<file path="src/rtl/fpu_pkg.sv">
// fpu_pkg: types and helpers shared by the FPU datapath blocks.
//   FP32_EXP_W / FP32_MAN_W : field widths of IEEE-754 binary32
//   fp_flags_t              : exception flags {nv, of, uf, nx}
//   fp_class_t              : operand class (ZERO covers subnormals, which are flushed)
//   fp_classify()           : class from pre-decoded exponent/mantissa tests
//   bias()                  : exponent bias for a given exponent width
package fpu_pkg;

  localparam int FP32_EXP_W = 8;
  localparam int FP32_MAN_W = 23;

  typedef struct packed {
    logic nv;
    logic of;
    logic uf;
    logic nx;
  } fp_flags_t;

  typedef enum logic [1:0] {
    ZERO,
    NORM,
    INF,
    NAN
  } fp_class_t;

  // Width-agnostic: the caller reduces its own fields to the three tests.
  function automatic fp_class_t fp_classify(input logic exp_zero,
                                            input logic exp_ones,
                                            input logic man_zero);
    if (exp_zero)      return ZERO;
    else if (!exp_ones) return NORM;
    else if (man_zero)  return INF;
    else                return NAN;
  endfunction

  function automatic int bias(input int exp_w);
    return (1 << (exp_w - 1)) - 1;
  endfunction

endpackage

</file>
<file path="src/rtl/fmul_round.sv">
// fmul_round: combinational last-stage logic of the multiplier.
//   Normalises the raw significand product, rounds to nearest even, packs the
//   result and raises exception flags, with special operands taking priority.
// Ports:
//   sign_i   : product sign (s1 ^ s2)
//   esum_i   : e1 + e2, EXP_W+2 bits, two's complement
//   prod_i   : {1,m1} * {1,m2}, 2*MAN_W+2 bits
//   cls_a_i  : class of operand A
//   cls_b_i  : class of operand B
//   y_o      : packed result {sign, exp, man}
//   flags_o  : {nv, of, uf, nx}
module fmul_round
  import fpu_pkg::*;
#(
  parameter int EXP_W = FP32_EXP_W,
  parameter int MAN_W = FP32_MAN_W
) (
  input  logic                   sign_i,
  input  logic [EXP_W+1:0]       esum_i,
  input  logic [2*MAN_W+1:0]     prod_i,
  input  fp_class_t              cls_a_i,
  input  fp_class_t              cls_b_i,
  output logic [EXP_W+MAN_W:0]   y_o,
  output fp_flags_t              flags_o
);

  localparam int PW = 2 * MAN_W + 2;
  localparam int EW = EXP_W + 2;
  localparam logic [EW-1:0] BIAS_V     = EW'(bias(EXP_W));
  localparam logic [EW-1:0] ALL_ONES_V = EW'((1 << EXP_W) - 1);

  logic               norm;
  logic [PW-2:0]      prod_n;
  logic [MAN_W-1:0]   kept;
  logic               guard;
  logic               sticky;
  logic               round_up;
  logic [MAN_W:0]     man_rnd;
  logic               carry;
  logic [EW-1:0]      eb;
  logic               invalid;
  logic               any_inf;
  logic               any_zero;

  // Product of two [1,2) significands lies in [1,4): the MSB says which.
  // After the shift the hidden one sits at the top of prod_n and is dropped.
  assign norm   = prod_i[PW-1];
  assign prod_n = norm ? prod_i[PW-2:0] : {prod_i[PW-3:0], 1'b0};
  assign kept   = prod_n[PW-2 -: MAN_W];
  assign guard  = prod_n[MAN_W];
  assign sticky = |prod_n[MAN_W-1:0];

  // Ties go to the even kept value.
  assign round_up = guard & (sticky | kept[0]);
  assign man_rnd  = {1'b0, kept} + {{MAN_W{1'b0}}, round_up};
  // A carry out means the significand became exactly 2.0; the stored
  // mantissa bits are then all zero, so only the exponent moves.
  assign carry    = man_rnd[MAN_W];

  assign eb = esum_i - BIAS_V + {{(EW-1){1'b0}}, norm} + {{(EW-1){1'b0}}, carry};

  assign invalid  = (cls_a_i == NAN) || (cls_b_i == NAN) ||
                    (cls_a_i == INF && cls_b_i == ZERO) ||
                    (cls_b_i == INF && cls_a_i == ZERO);
  assign any_inf  = (cls_a_i == INF) || (cls_b_i == INF);
  assign any_zero = (cls_a_i == ZERO) || (cls_b_i == ZERO);

  always_comb begin
    y_o     = '0;
    flags_o = '0;
    if (invalid) begin
      y_o        = {1'b0, {EXP_W{1'b1}}, 1'b1, {(MAN_W-1){1'b0}}};
      flags_o.nv = 1'b1;
    end else if (any_inf) begin
      y_o = {sign_i, {EXP_W{1'b1}}, {MAN_W{1'b0}}};
    end else if (any_zero) begin
      y_o = {sign_i, {(EXP_W+MAN_W){1'b0}}};
    end else if ($signed(eb) >= $signed(ALL_ONES_V)) begin
      y_o        = {sign_i, {EXP_W{1'b1}}, {MAN_W{1'b0}}};
      flags_o.of = 1'b1;
      flags_o.nx = 1'b1;
    end else if ($signed(eb) <= $signed(EW'(0))) begin
      y_o        = {sign_i, {(EXP_W+MAN_W){1'b0}}};
      flags_o.uf = 1'b1;
      flags_o.nx = 1'b1;
    end else begin
      y_o        = {sign_i, eb[EXP_W-1:0], man_rnd[MAN_W-1:0]};
      flags_o.nx = guard | sticky;
    end
  end

endmodule

</file>
<file path="src/rtl/fmul_pipe.sv">
// fmul_pipe: elastic, parametrised floating-point multiplier.
//   Stage 1 unpacks, classifies and multiplies significands; stages
//   2..LATENCY-1 only retime that bundle; the last stage rounds and packs.
//   The whole pipe moves as one shift register: it advances whenever the
//   output slot is empty or being consumed, and holds otherwise.
// Ports:
//   clk, rst              : clock, synchronous active-high reset
//   in_valid / in_ready   : operand handshake (in_ready independent of in_valid)
//   x1, x2                : operands {sign, exp, man}
//   out_valid / out_ready : result handshake
//   y                     : product
//   flags                 : {nv, of, uf, nx}, meaningful while out_valid
module fmul_pipe
  import fpu_pkg::*;
#(
  parameter int EXP_W   = FP32_EXP_W,
  parameter int MAN_W   = FP32_MAN_W,
  parameter int LATENCY = 2            // legal range 2..4
) (
  input  logic                 clk,
  input  logic                 rst,
  input  logic                 in_valid,
  output logic                 in_ready,
  input  logic [EXP_W+MAN_W:0] x1,
  input  logic [EXP_W+MAN_W:0] x2,
  output logic                 out_valid,
  input  logic                 out_ready,
  output logic [EXP_W+MAN_W:0] y,
  output logic [3:0]           flags
);

  localparam int W  = 1 + EXP_W + MAN_W;
  localparam int PW = 2 * MAN_W + 2;
  localparam int EW = EXP_W + 2;
  localparam int NS = LATENCY - 1;     // stage 1 plus retiming stages

  typedef struct packed {
    logic            sign;
    logic [EW-1:0]   esum;
    logic [PW-1:0]   prod;
    fp_class_t       cls_a;
    fp_class_t       cls_b;
  } bundle_t;

  logic             advance;
  logic [W-1:0]     op      [2];
  logic [EXP_W-1:0] op_exp  [2];
  logic [MAN_W:0]   op_sig  [2];
  fp_class_t        op_cls  [2];
  bundle_t          s1_d;
  bundle_t          st_q    [NS];
  logic [NS-1:0]    vld_q;
  logic [W-1:0]     y_d;
  fp_flags_t        flags_d;
  logic [W-1:0]     y_q;
  fp_flags_t        flags_q;
  logic             out_valid_q;

  assign advance  = ~out_valid_q | out_ready;
  assign in_ready = advance;

  assign op[0] = x1;
  assign op[1] = x2;

  for (genvar gi = 0; gi < 2; gi++) begin : g_unpack
    assign op_exp[gi] = op[gi][W-2 -: EXP_W];
    // Hidden bit forced to 1; for zero/subnormal operands the product is
    // meaningless but classification overrides it downstream.
    assign op_sig[gi] = {1'b1, op[gi][MAN_W-1:0]};
    assign op_cls[gi] = fp_classify(op_exp[gi] == '0, &op_exp[gi],
                                    op[gi][MAN_W-1:0] == '0);
  end

  always_comb begin
    s1_d       = '0;
    s1_d.sign  = x1[W-1] ^ x2[W-1];
    s1_d.esum  = {2'b00, op_exp[0]} + {2'b00, op_exp[1]};
    s1_d.prod  = PW'(op_sig[0]) * PW'(op_sig[1]);
    s1_d.cls_a = op_cls[0];
    s1_d.cls_b = op_cls[1];
  end

  // Data registers carry no reset: they are only observed through valid bits.
  always_ff @(posedge clk) begin
    if (advance) begin
      st_q[0] <= s1_d;
      for (int i = 1; i < NS; i++) begin
        st_q[i] <= st_q[i-1];
      end
    end
  end

  always_ff @(posedge clk) begin
    if (rst) begin
      vld_q       <= '0;
      out_valid_q <= 1'b0;
      y_q         <= '0;
      flags_q     <= '0;
    end else if (advance) begin
      vld_q[0] <= in_valid;
      for (int i = 1; i < NS; i++) begin
        vld_q[i] <= vld_q[i-1];
      end
      out_valid_q <= vld_q[NS-1];
      y_q         <= y_d;
      flags_q     <= flags_d;
    end
  end

  fmul_round #(
    .EXP_W (EXP_W),
    .MAN_W (MAN_W)
  ) u_round (
    .sign_i  (st_q[NS-1].sign),
    .esum_i  (st_q[NS-1].esum),
    .prod_i  (st_q[NS-1].prod),
    .cls_a_i (st_q[NS-1].cls_a),
    .cls_b_i (st_q[NS-1].cls_b),
    .y_o     (y_d),
    .flags_o (flags_d)
  );

  assign out_valid = out_valid_q;
  assign y         = y_q;
  assign flags     = flags_q;

endmodule

</file>
<file path="config.mk">
export PLATFORM = sky130hd
export DESIGN_NAME = fmul_pipe
export DESIGN_NICKNAME = d
export VERILOG_FILES = /design/src/rtl/fpu_pkg.sv /design/src/rtl/fmul_round.sv /design/src/rtl/fmul_pipe.sv
export SDC_FILE = /design/constraint.sdc
export NUM_CORES = 2
export LEC_CHECK = 0
export ABC_AREA = 1
export CAP_MARGIN = 10
export CORE_MARGIN = 3
export CORE_UTILIZATION = 55
export CTS_CLUSTER_DIAMETER = 100
export DETAILED_ROUTE_END_ITERATION = 16
export PLACE_DENSITY = 0.73
export SYNTH_ARGS = -nofsm -noshare
export SYNTH_HDL_FRONTEND = slang
export SYNTH_SLANG_ARGS = --single-unit
</file>
<file path="constraint.sdc">
create_clock -name clk -period 7.94 [get_ports clk]
set_input_delay 1.191 -clock clk [delete_from_list [all_inputs] [get_ports clk]]
set_output_delay 1.191 -clock clk [all_outputs]
set_load 0.01 [all_outputs]
</file>
Word-level counts from Yosys, hierarchy flattened
Memories as Yosys holds them, arrays and structs flattened.
Index checks and enable logic that the tools add are counted.

operators by class
  add/sub/neg operators = 5
  multipliers = 1
  order comparisons = 2
  equal/unequal tests = 4
  mux-type cells = 23
  bitwise gates (word level) = 6
  reduce and logical (&&, ||, !) cells = 16

operators by type and width
  operator                 count
  $mux W31                 4
  $mul A24 B24 Y48         1
  $mux W47                 1
  $logic_not A23 Y1        2
  $mux W32                 1
  $add A23 B1 Y24          1
  $reduce_or A23 Y1        1
  $add A10 B1 Y10          2
  $logic_not A8 Y1         2
  $reduce_and A8 Y1        2
  $ge A10 B9 Y1 const B    1
  $le A10 B1 Y1 const B    1
  $mux W1                  10
  $sub A10 B7 Y10 const B  1
  $add A8 B8 Y9            1
  $mux W3                  3
  $eq A2 B2 Y1 const B     4
  $mux W2                  4
  $logic_or A1 B1 Y1       5
  $logic_not A2 Y1         2
  $or A1 B1 Y1             3
  $logic_and A1 B1 Y1      2
  $and A1 B1 Y1            1
  $not A1 Y1               1
  $xor A1 B1 Y1            1

word-level totals
  register bits after elaboration = 38
  bits in writable memories = 62
  bits of input ports = 68
  output and inout bits = 38
  logic and storage cells = 65
  memories = 1

memories
  memory  words  bits a word  read ports  clocked after Yosys merged registers in  write ports  line             text
  st_q    1      62           1           0                                        1            fmul_pipe.sv:51  bundle_t st_q [NS];

Longest topological paths before layout
An unclocked memory read counts as a cell.

  depth after elaboration = 13
  depth in mapped cells = 30

By module
A second synthesis with hierarchy kept.

second synthesis, totals
  cell total of the unflattened synthesis = 3593
  area total of the unflattened synthesis = 26206.4 µm²

modules (own cells, without submodules)
  module      times used  cells an instance  area an instance (µm²)
  fmul_pipe   1           3132               24088.1
  fmul_round  1           461                2118.3

Worst setup path after synthesis
Ideal clock, no wire load.

  path type = input -> register
  start point = input x2[3]
  end point = memory st_q[0][35] (netlist bit), data pin
  library setup time = 262 ps
  arrival = 6786 ps
  data required time = 7678 ps
  setup slack = 892 ps
  stages on the path = 25
  buffers on the path = 2
  path through = clkbuf_1 -> clkbuf_1 -> nand2_1 -> fa_1 -> inv_1 -> fa_1 -> inv_1 -> fa_1 -> inv_1 -> fa_1 -> inv_1 -> fa_1 -> inv_1 -> fa_1 -> inv_1 -> fa_1 -> inv_1 -> ha_1 -> a21oi_1 -> o21ai_0 -> a21oi_1 -> nand2_1 -> a21oi_1 -> o21bai_1 -> xor2_1

RTL lines
  element             line             text
  start: declaration  fmul_pipe.sv:25  input logic [EXP_W+MAN_W:0] x2,
  end: declaration    fmul_pipe.sv:51

==> qor.txt <==
Status = finished, final reports clean
Htree depth = 3
Count of cell types in the netlist = 41
Clock transition at the registers of the reported paths = 80 ps
ANT nets after route = 0
Hold violation total from the final report = 0
Root Buffer Master = clkbuf_16
Max Fclk = 130.8 MHz
Measured slew at the worst slew-check pin = 1005 ps
First-pass GRT wire length = 114.2 mm
Post-route DRC violation count = 0
Post-synth top area cell = fa_1
CP top delay family = adder cells
Required @ worst endpoint = 8050 ps
Number of antenna violations at the first check in global routing = 1
CTS Buf Count = 9
Synth Warn # = 0
Worst slew margin = 32.82%
Io pins = 106
Number of port buffers = 105
Starting density of the core = 56.44%
Setup Skew = 20.03 ps
Grt total ovfl = 0
Detailed Routing Iterations Pass 1 = 6
Fill count = 3971
Top sig layer = met4
Clock buffer depth = 2
CP max stage delay = 640 ps
Worst Path Max Fanout = 12
Period utilisation layout = 96.26%
Post-synthesis net count = 4075
Initial drt markers = 1595
Synth Flop Type = edfxtp_1
Met2 wire length = 33.47 mm
Detailed Route WL = 69.67 mm
Max_cap viols = 0
Final #Nets = 4189
Crit start category = primary input
WL met1 = 28.61 mm
Most common cell in the netlist = inv_1
Top cell type's share of synthesized area = 38.32%
CTS tree = built
Register area = 0.002623 mm^2
DP Wirelength = 58.84 mm
Critical path type = in -> reg
Die Span Y = 220.4 um
Critical path's slowest cell = clkdlybuf4s50_1
Die area = 0.04858 mm^2
Fin crit period = 7643 ps
Layout cells sized above 1 = 4.574%
Syn_area_per_cell = 7.581 um^2
Final instance area = 0.02809 mm^2
Multi-input gate area in the final layout = 0.01837 mm^2
Row count = 77
CP Capture Type = flop
Fin Hold WS = 466.2 ps
CP arrival = 7760 ps
Chip Width = 220.4 um
GRT Util Overall = 30.06%
Mapped Area = 0.02528 mm^2
Cells after synthesis = 3335
RSZ-0062 raised after global routing = false
Worst hold-check path type = reg -> reg
Final Wtd Congestion = 0.9712
Count of final setup violators = 0
Via density = 5.211
Core area = 0.04480 mm^2
Synth area leaders = fa_1 (38%), inv_1 (15%), nand2_1 (13%)
Most frequent cells after synthesis = inv_1 (1003), nand2_1 (870), fa_1 (484), ha_1 (188), nor2_1 (149)
Worst skew pair latency = 370 ps
EDFF count, synth = 62
DR vias = 21.09k
Met3 wire length = 5.565 mm
Area Overhead vs Synth = 11.11%
FFs w/ async S/R, synth = 0%
Largest net degree at the start of global routing = 64
Flops & latches, synth = 100
Sequential element share of the synthesized area = 10.37%
Count of buffer and inverter cells on the critical path = 9
# clock sinks = 100
Vias in the first global route = 22.38k
Placed cell areas = 0.02778 mm^2
WL/cell = 17.21 um
Slew Limit Fails = 0
## logic make-up after synthesis
family | Yosys count | synth area share, %
and+or+nand+nor | 1179 | 18.75
buffers and inverters | 1131 | 16.99
adders and majority gates | 672 | 47.63
AOI/OAI and AO/OA | 201 | 4.385
DFF | 100 | 10.37
xor gates and xnor gates | 52 | 1.876
## worst reg2reg max path, cell delays in order, from the launching register on
cell,delay [ps]
edfxtp_1,360
buf_4,280
inv_2,400
nand2_1,100
nand2_1,160
nand2_1,120
nor2_2,180
nand3_2,180
nor2_4,230
nand3_1,130
nor4_1,370
nand4_1,190
ha_1,320
inv_1,40
ha_1,220
fa_1,460
nand3_1,150
nand2_1,60
nand2_1,120
inv_1,50
nand2_1,60
nor2_1,40
nand3_1,110
nand2_4,100
nor2_4,390
nand4_1,300
a21oi_1,190
## stage by stage
step	util, %	instances	setup WS [ps]	setup TNS (ps)
after detailed placement	62.02	4030	-95.18	-383.4
after CTS	62.69	4046	286.1	0
after global routing	62.70	4046	62.27	0
after global placement	62.02	4030	-54.20	-60.59
after floorplan	-	3335	891.7	0
final	62.70	4047	296.7	0
## repair_timing
item,in CTS,in global routing
hold buffers,0,0
resized for setup,0,1
setup endpoints to repair,0,3
setup buffers,0,0
## layer usage
metal / track usage, % / up-vias
li1: - / 9824
met1: 40.19 / 10277
met2: 50.58 / 833
met3: 5.040 / 156
met4: 9.101 / 0
met5: 0 / -
## final timing paths
path,startpoint,end,slack [ps],cells past startpoint
setup reg to reg,st_q[0][51]$_DFFE_PP_,y[15]$_SDFFE_PP0P_,2550,26
hold / removal,y[13]$_SDFFE_PP0P_,y[13]$_SDFFE_PP0P_,470,2
hold reg to reg,y[13]$_SDFFE_PP0P_,y[13]$_SDFFE_PP0P_,470,2
setup / recovery,x2[3],st_q[0][49]$_DFFE_PP_,300,25
## sequential cells by signal (all words and copies together), names as in the netlist
signal     count
out_valid      1
st_q          62
y             32
vld_q          1
flags          4
## cell type report
| type | count | area share, % |
|---|---|---|
| inverters | 1005 | 13.43 |
| diodes | 1 | 0.008908 |
| clock inverters | 7 | 0.2717 |
| multi-input cells | 2104 | 65.38 |
| clock buffers | 9 | 0.8017 |
| repair buffers | 229 | 8.133 |
| well taps | 592 | 2.637 |
| flip-flops and latches | 100 | 9.336 |
## cells in the final DEF, fill, tap and decap left out, types with 6 or more instances in the layout
master	n
inv_1	1002
nand2_1	870
fa_1	484
ha_1	188
nor2_1	148
clkdlybuf4s50_1	104
buf_4	100
a21oi_1	99
nand3_1	71
o21ai_0	63
edfxtp_1	62
dfxtp_1	38
nand4_1	37
xor2_1	37
buf_12	24
nor4_1	20
nor3_1	14
xnor2_1	14
o21bai_1	12
clkbuf_16	9
a31oi_1	7
o21a_1	6
Power is not shown: default switching activity piles up to over one toggle a cycle in this logic, so the estimate is an artifact.
